## config.mk

```make
export PLATFORM = sky130hd
export DESIGN_NAME = bcd_to_binary_seq
export DESIGN_NICKNAME = d
export VERILOG_FILES = /design/src/rtl/bcd_to_binary_seq.sv
export SDC_FILE = /design/constraint.sdc
export NUM_CORES = 1
export LEC_CHECK = 0
export BUFFER_PORTS_ARGS = -buffer_cell sky130_fd_sc_hd__clkbuf_2
export CORE_ASPECT_RATIO = 1.1
export CORE_MARGIN = 5
export CORE_UTILIZATION = 40
export DETAILED_ROUTE_END_ITERATION = 16
export PLACE_DENSITY = 0.56
export SLEW_MARGIN = 30
export SYNTH_ARGS = -nofsm -noshare
export SYNTH_HDL_FRONTEND = slang
export SYNTH_SLANG_ARGS = --single-unit
```

## constraint.sdc

```tcl
create_clock -name clk -period 4.3 [get_ports clk]
set_clock_uncertainty 0.2 [all_clocks]
set_input_delay 0.215 -clock clk [delete_from_list [all_inputs] [get_ports clk]]
set_output_delay 0.215 -clock clk [all_outputs]
set_load 0.02 [all_outputs]
```

## src/rtl/bcd_to_binary_seq.sv

```systemverilog
// ----------------------------------------------------------------------------
// bcd_to_binary_seq
//
// Sequential packed-BCD to binary converter. It uses reverse double-dabble:
// each clock it shifts {bcd_sr, bin_sr} right by one bit, then subtracts 3
// from every BCD digit that has become >= 8. After BIN_W iterations, bin_sr
// holds the low BIN_W bits of the decimal value. Any residue left in bcd_sr
// means the value did not fit, which is reported as overflow.
//
// State table
//   state | meaning
//   IDLE  | waiting for start; a start here captures bcd
//   SHIFT | one reverse double-dabble iteration per clock
//   DONE  | single-cycle done pulse, results valid; start ignored
//
// Ports
//   clk     : single clock, rising edge
//   rst     : asynchronous active-high reset
//   start   : conversion request, sampled only in IDLE
//   bcd     : packed BCD operand, digit 0 = bcd[3:0]
//   binary  : registered result, held until the next completion
//   busy    : high whenever the FSM is not in IDLE
//   done    : one-cycle completion pulse
//   err     : an input digit was > 9 (no conversion performed)
//   ovf     : decimal value >= 2**BIN_W, binary holds value mod 2**BIN_W
// ----------------------------------------------------------------------------
module bcd_to_binary_seq #(
    parameter int DIGITS = 4,
    parameter int BIN_W  = 14
) (
    input  logic                  clk,
    input  logic                  rst,
    input  logic                  start,
    input  logic [4*DIGITS-1:0]   bcd,
    output logic [BIN_W-1:0]      binary,
    output logic                  busy,
    output logic                  done,
    output logic                  err,
    output logic                  ovf
);

    localparam int BCD_W = 4 * DIGITS;
    localparam int TOT_W = BCD_W + BIN_W;
    localparam int CNT_W = $clog2(BIN_W) + 1;
    localparam logic [CNT_W-1:0] CNT_LAST = CNT_W'(BIN_W - 1);

    typedef enum logic [1:0] {
        IDLE  = 2'd0,
        SHIFT = 2'd1,
        DONE  = 2'd2
    } state_t;

    state_t             state;
    logic [BCD_W-1:0]   bcd_sr;
    logic [BIN_W-1:0]   bin_sr;
    logic [CNT_W-1:0]   cnt;

    logic               bcd_invalid;
    logic [TOT_W-1:0]   shifted;
    logic [BCD_W-1:0]   bcd_next;
    logic [BIN_W-1:0]   bin_next;

    // Flag any digit outside 0..9 on the live input.
    always_comb begin
        bcd_invalid = 1'b0;
        for (int d = 0; d < DIGITS; d++) begin
            if (bcd[4*d +: 4] > 4'd9) begin
                bcd_invalid = 1'b1;
            end
        end
    end

    // One iteration: shift the combined register right, then correct each
    // digit independently. A digit >= 8 after the shift means it received a
    // weight-10 bit from the digit above, which is worth 5 rather than 8.
    // Subtracting 3 fixes that. There is no borrow between digits.
    always_comb begin
        shifted  = {bcd_sr, bin_sr} >> 1;
        bcd_next = shifted[TOT_W-1:BIN_W];
        bin_next = shifted[BIN_W-1:0];
        for (int d = 0; d < DIGITS; d++) begin
            if (bcd_next[4*d +: 4] >= 4'd8) begin
                bcd_next[4*d +: 4] = bcd_next[4*d +: 4] - 4'd3;
            end
        end
    end

    always_ff @(posedge clk or posedge rst) begin
        if (rst) begin
            state  <= IDLE;
            bcd_sr <= '0;
            bin_sr <= '0;
            cnt    <= '0;
            binary <= '0;
            busy   <= 1'b0;
            done   <= 1'b0;
            err    <= 1'b0;
            ovf    <= 1'b0;
        end else begin
            done <= 1'b0;
            case (state)
                IDLE: begin
                    if (start) begin
                        busy <= 1'b1;
                        if (bcd_invalid) begin
                            // Bad digits skip the iterations entirely.
                            state  <= DONE;
                            done   <= 1'b1;
                            err    <= 1'b1;
                            ovf    <= 1'b0;
                            binary <= '0;
                        end else begin
                            state  <= SHIFT;
                            bcd_sr <= bcd;
                            bin_sr <= '0;
                            cnt    <= '0;
                        end
                    end
                end

                SHIFT: begin
                    bcd_sr <= bcd_next;
                    bin_sr <= bin_next;
                    cnt    <= cnt + 1'b1;
                    if (cnt == CNT_LAST) begin
                        state  <= DONE;
                        done   <= 1'b1;
                        binary <= bin_next;
                        // Anything left in the BCD side did not fit in BIN_W bits.
                        ovf    <= |bcd_next;
                        err    <= 1'b0;
                    end
                end

                DONE: begin
                    state <= IDLE;
                    busy  <= 1'b0;
                end

                default: begin
                    state <= IDLE;
                    busy  <= 1'b0;
                end
            endcase
        end
    end

endmodule

```

; Word level (Yosys, flattened, before mapping)
; Index checks and enable logic that the tools add are counted.
[op_classes]
eq_ne = 6
mux = 39
addsub = 5
n_reduce_logical = 7
magnitude_cmp = 8
n_bitwise = 1
[ops]
columns = operator, n
row1 = $mux W14, 5
row2 = $pmux W14 S2, 2
row3 = $mux W16, 2
row4 = $pmux W16 S2, 1
row5 = $gt A4 B4 Y1 const B, 4
row6 = $mux W4, 4
row7 = $reduce_or A16 Y1, 1
row8 = $mux W1, 14
row9 = $ge A4 B4 Y1 const B, 3
row10 = $sub A4 B2 Y4 const B, 3
row11 = $mux W5, 2
row12 = $pmux W5 S2, 1
row13 = $ne A2 B2 Y1 const B, 4
row14 = $pmux W1 S2, 4
row15 = $mux W2, 3
row16 = $add A5 B1 Y5 const B, 1
row17 = $eq A5 B4 Y1 const B, 1
row18 = $ge A3 B4 Y1 const B, 1
row19 = $pmux W2 S2, 1
row20 = $reduce_and A2 Y1, 2
row21 = $reduce_and A4 Y1, 1
row22 = $sub A3 B2 Y4 const B, 1
row23 = $reduce_and A3 Y1, 1
row24 = $eq A2 B1 Y1 const B, 1
row25 = other kinds (3), 3
[word_totals]
out_inout_bits = 18
inputBits = 19
regBits = 55

; Depth between registers and ports, before layout
[logic_depth]
word_depth = 8
ltp_mapped = 8
depth_no_buf = 7

; Worst setup path after synthesis
; Ideal clock, no wire load.
[synth_timing]
path_type = register -> register
from = register state[0]
to = register bcd_sr[4]
setup_ns = 0.125
t_arrival_ns = 1.333
stages_incl_launch_ff = 6
path_buffers = 2
required_time_ns = 3.975
setup_slack_ns = 2.642
cell_sequence = dfrtp_1 -> nand2b_1 -> buf_2 -> buf_1 -> o21ai_0 -> mux2_4
[synth_via]
elab_chain_cells = 3
elab_cells_between_ends = 7
classes_between = 3 x eq/ne / 1 x mux / 3 x reduce/logical
[synth_rtl]
columns = item, line_no
row1 = start: declaration, 53  ; state_t state;
row2 = start signal: assignment, 90  ; state <= IDLE;
row3 = start signal: assignment, 107  ; state <= DONE;
row4 = start signal: assignment, 113  ; state <= SHIFT;
row5 = $eq A2 B1 Y1 / $logic_not A2 Y1 (equally long branches), 101  ; case (state)
row6 = $reduce_bool A2 Y1 (no source line) / $ne A2 B2 Y1 (equally long branches), --
row7 = $reduce_and A3 Y1 (no source line), --
row8 = end signal: assignment, 122  ; bcd_sr <= bcd_next;
row9 = end: declaration, 54  ; logic [BCD_W-1:0] bcd_sr;
; Several ways; a longest one is shown, not always the timed one.
; A chain may end at the register's enable or synchronous reset.

; Worst setup path after layout
[layout_timing]
from = input bcd[10]
to = register bcd_sr[8]
[layout_via]
elab_chain_cells = 5
[layout_rtl]
columns = item, line_no
row1 = start: declaration, 34  ; input logic [4*DIGITS-1:0] bcd,
row2 = $gt A4 B4 Y1, 67  ; if (bcd[4*d +: 4] > 4'd9) begin
row3 = $mux W1 (2 in a row), 67
row4 = $ne A2 B2 Y1 (no source line), --
row5 = $reduce_and A3 Y1 (no source line), --
; Every way passes these cells.

==> impl_metrics.yaml <==
outcome:
  status: "completed"
power_and_ir_drop:
  peakVddDrop_v: 0.0002550
  p_total_mw: 1.812
  power_frac_comb_pct: 32.4
  power_density_nw_per_um2: 607.5
  leakage_nw: 1.520
  internal-power_mw: 1.142
  clkPwrFrac_pct: 19.7
  seqPwrFrac_pct: 48.0
  switching_share_pct: 36.97
  p_sw_uw: 670.0
final_layout:
  fin_cells: 379
  drive_gt1_share_pct: 19.40
  fillers: 624
  multi_input_area_sq_um: 1106
  regArea_sq_um: 1351
  diodes: 0
  area_growth_syn_to_layout_pct: 15.67
  nets: 325
die:
  io_pins: 37
  core_area_sq_um: 6231
  dieWidth_um: 86.56
  die_area_sq_um: 8154
  fp-row-count: 30
  start_util_pct: 41.39
  fp.dieH_um: 94.21
yosys:
  synth_compound_area_share_pct: 14.22
  yosys_warnings: 0
  synthFlopType: "dfrtp_1"
  synthAdderAreaFrac_pct: 3.882
  synth_mux_area_share_pct: 7.569
  syn_avg_cell_area_sq_um: 9.805
  synth_edf_count: 0
  yosys.area_share.simple_pct: 14.17
  syn_inst: 263
  ys_seq_area_share_pct: 52.40
  synth-seq-cells: 54
  synth_xor_area_share_pct: 2.717
  syn_nets: 290
  netlist_top_cells_area: "dfrtp_1 (52%), o21ai_0 (7.4%), nand2_1 (6.8%), mux2i_1 (4.7%), ha_1 (3.9%)"
  synth.most_common_cell: "dfrtp_1"
  yosysTopAreaCellShare_pct: 52.40
  ys_types: 31
  synth_common_cells: "dfrtp_1 (54), nand2_1 (47), o21ai_0 (38)"
  synth_top_family_by_area: "compound AO/OA/AOI/OAI gates"
  syn_area_sq_um: 2579
  async_flop_share_pct: 100.0
  yosysTopAreaCell: "dfrtp_1"
global_routing:
  overflow: 0
  antenna_found_initial: 0
  grtUsageTotal_pct: 13.75
  grt_pass1_wl_mm: 8.832
  grt_pass1_vias: 1821
  grt_max_degree: 55
sta:
  hold_slack_ns: 0.007885
  fin_crit_ns: 2.529
  period_share_pct: 58.81
  slew_headroom_pct: 53.81
  max_slew.worst_pin.slew_ns: 0.6928
  setup_tns_ns: 0
  grt_setup_unrepaired: "false"
  setup_viol: 0
  setup_ws_ns: 1.771
  slew_viol_final: 0
  hold_viol_final: 0
  fmax_mhz: 395.5
detailed_routing:
  viasPerCell: 5.013
  drt-initial-drc-count: 147
  wl_met3_um: 250
  routedWlPerCell_um: 13.79
  drt-total-wl_mm: 5.228
  dr.pass1.iters: 4
  wl_met1_mm: 2.549
  drc_errors: 0
  ant_nets: 0
  met2_length_mm: 2.362
  top_layer_used: "met4"
  dr_total_vias: 1900
placement:
  dp.cells: 365
  port_buffers: 36
  gp_routability_congestion: 0.7136
  dpl_worst_slack_ns: 1.566
  dpl.hpwl_mm: 3.628
clocking:
  cts_resized: 0
  cts_root_buf: "clkbuf_8"
  cts_made_buffers: 5
  cts.sinks: 54
  cts_setup_buffers: 0
  clk_pin_slew_worst_paths_ns: 0.10
  clk_latency_ns: 0.31
  ctsLongestPathBuffers: 2
  cts_tree: "yes"
  cts_htree_levels: 2
setup_path:
  cp_slowest_cell: "or2_2"
  worst_path_largest_cell_delay_ns: 0.57
  endpoint_kind: "flip-flop"
  cp_cell_sequence: "dlygate4sd3_1 -> clkbuf_2 -> o21ai_1 -> and4_4 -> a21oi_2 -> or2_2 -> mux2_4"
  path_class: "in -> reg"
  cp.required_ns: 4.30
  path_max_fanout: 18
  cp-start-kind: "input port"
  worstPathArrival_ns: 2.53
job:
  maxCapViolations: 0
worst_hold_path:
  min_path_type: "in -> reg"
## sequential cells by signal, indices dropped and copies added, names as in the netlist
name	flops
binary	14
err	1
cnt	5
state	2
bcd_sr	16
bin_sr	13
busy	1
ovf	1
done	1
## area by class of cell
type / count / area share (%)
flip-flops and latches: 54 / 45.30
multi-input cells: 180 / 37.08
repair buffers: 45 / 8.809
well taps: 80 / 3.356
clock buffers: 5 / 2.307
clock inverters: 3 / 1.636
inverters: 12 / 1.510
## critical path: cells and delay by family
| kind | cells | cell delay (ns) |
|---|---|---|
| mux | 1 | 0.34 |
| buf+inv | 2 | 0.63 |
| compound gates | 2 | 0.56 |
| simple gates | 2 | 0.77 |
## kinds of logic after synthesis
family,count (synthesis)
xor+xnor,8
simple gates,81
buf+inv,29
mux,17
fa+ha+maj,8
flops,54
compound gates,66
## placed cells by master (no fill, tap or decap)
cell	count
a22o_1	4
clkinvlp_4	1
dfrtp_1	54
inv_8	1
ha_1	8
clkbuf_2	36
o2bb2ai_1	2
inv_1	11
bufinv_16	1
a311oi_1	1
clkbuf_8	5
xnor2_1	6
o2bb2ai_2	1
mux2_4	5
nand2b_2	1
or2_2	1
xor2_1	2
and4_4	1
nor4_1	2
nand3_1	1
nor2b_1	4
inv_2	1
nand4b_1	4
and2_1	2
nand2_1	47
a21o_1	1
o21ai_0	38
buf_4	3
nor3_1	2
nor2_1	14
o21ai_1	7
nand4_1	2
dlygate4sd3_1	6
a21oi_2	1
a21oi_1	11
mux2i_1	12
## worst paths after layout
path / start / to / slack [ns] / cells past startpoint
min reg2reg: binary[5]$_DFFE_PP0P_ / binary[5]$_DFFE_PP0P_ / 0.29 / 2
max reg2reg: state[1]$_DFFE_PP0P_ / binary[3]$_DFFE_PP0P_ / 1.94 / 5
min: bcd[5] / bcd_sr[5]$_DFFE_PP0P_ / 0.008 / 3
max: bcd[10] / bcd_sr[8]$_DFFE_PP0P_ / 1.77 / 7
min in group asynchronous: rst / bcd_sr[4]$_DFFE_PP0P_ / 0.42 / 4
max in group asynchronous: rst / bin_sr[5]$_DFFE_PP0P_ / 3.02 / 4
## routing by layer
metal,up-vias,global-route usage (%)
li1,954,-
met1,896,19.55
met2,43,20.66
met3,7,3.246
met4,0,4.156
met5,-,0
## through the flow
stage	instance area, sq um	utilization [%]
after floorplan	2579	-
after global placement	2803	44.98
after detailed placement	2803	44.98
after CTS	2980	47.83
after global routing	2983	47.87
final	2983	47.87
## what timing repair did
item / in CTS / in global routing
hold buffers: 6 / 0
endpoints found under the hold margin: 59 / 0
endpoints found under the setup margin: 0 / 0
## power by group through the flow
| stage | logic (mW) | clock network (mW) | registers [mW] |
|---|---|---|---|
| floorplan | 0.499 | 0 | 0.824 |
| global placement | 0.581 | 0 | 0.878 |
| detailed placement | 0.590 | 0 | 0.877 |
| CTS | 0.599 | 0.366 | 0.868 |
| global route | 0.670 | 0.390 | 0.904 |
| finish | 0.586 | 0.357 | 0.869 |
No activity file was read; power rests on OpenSTA's default activity.
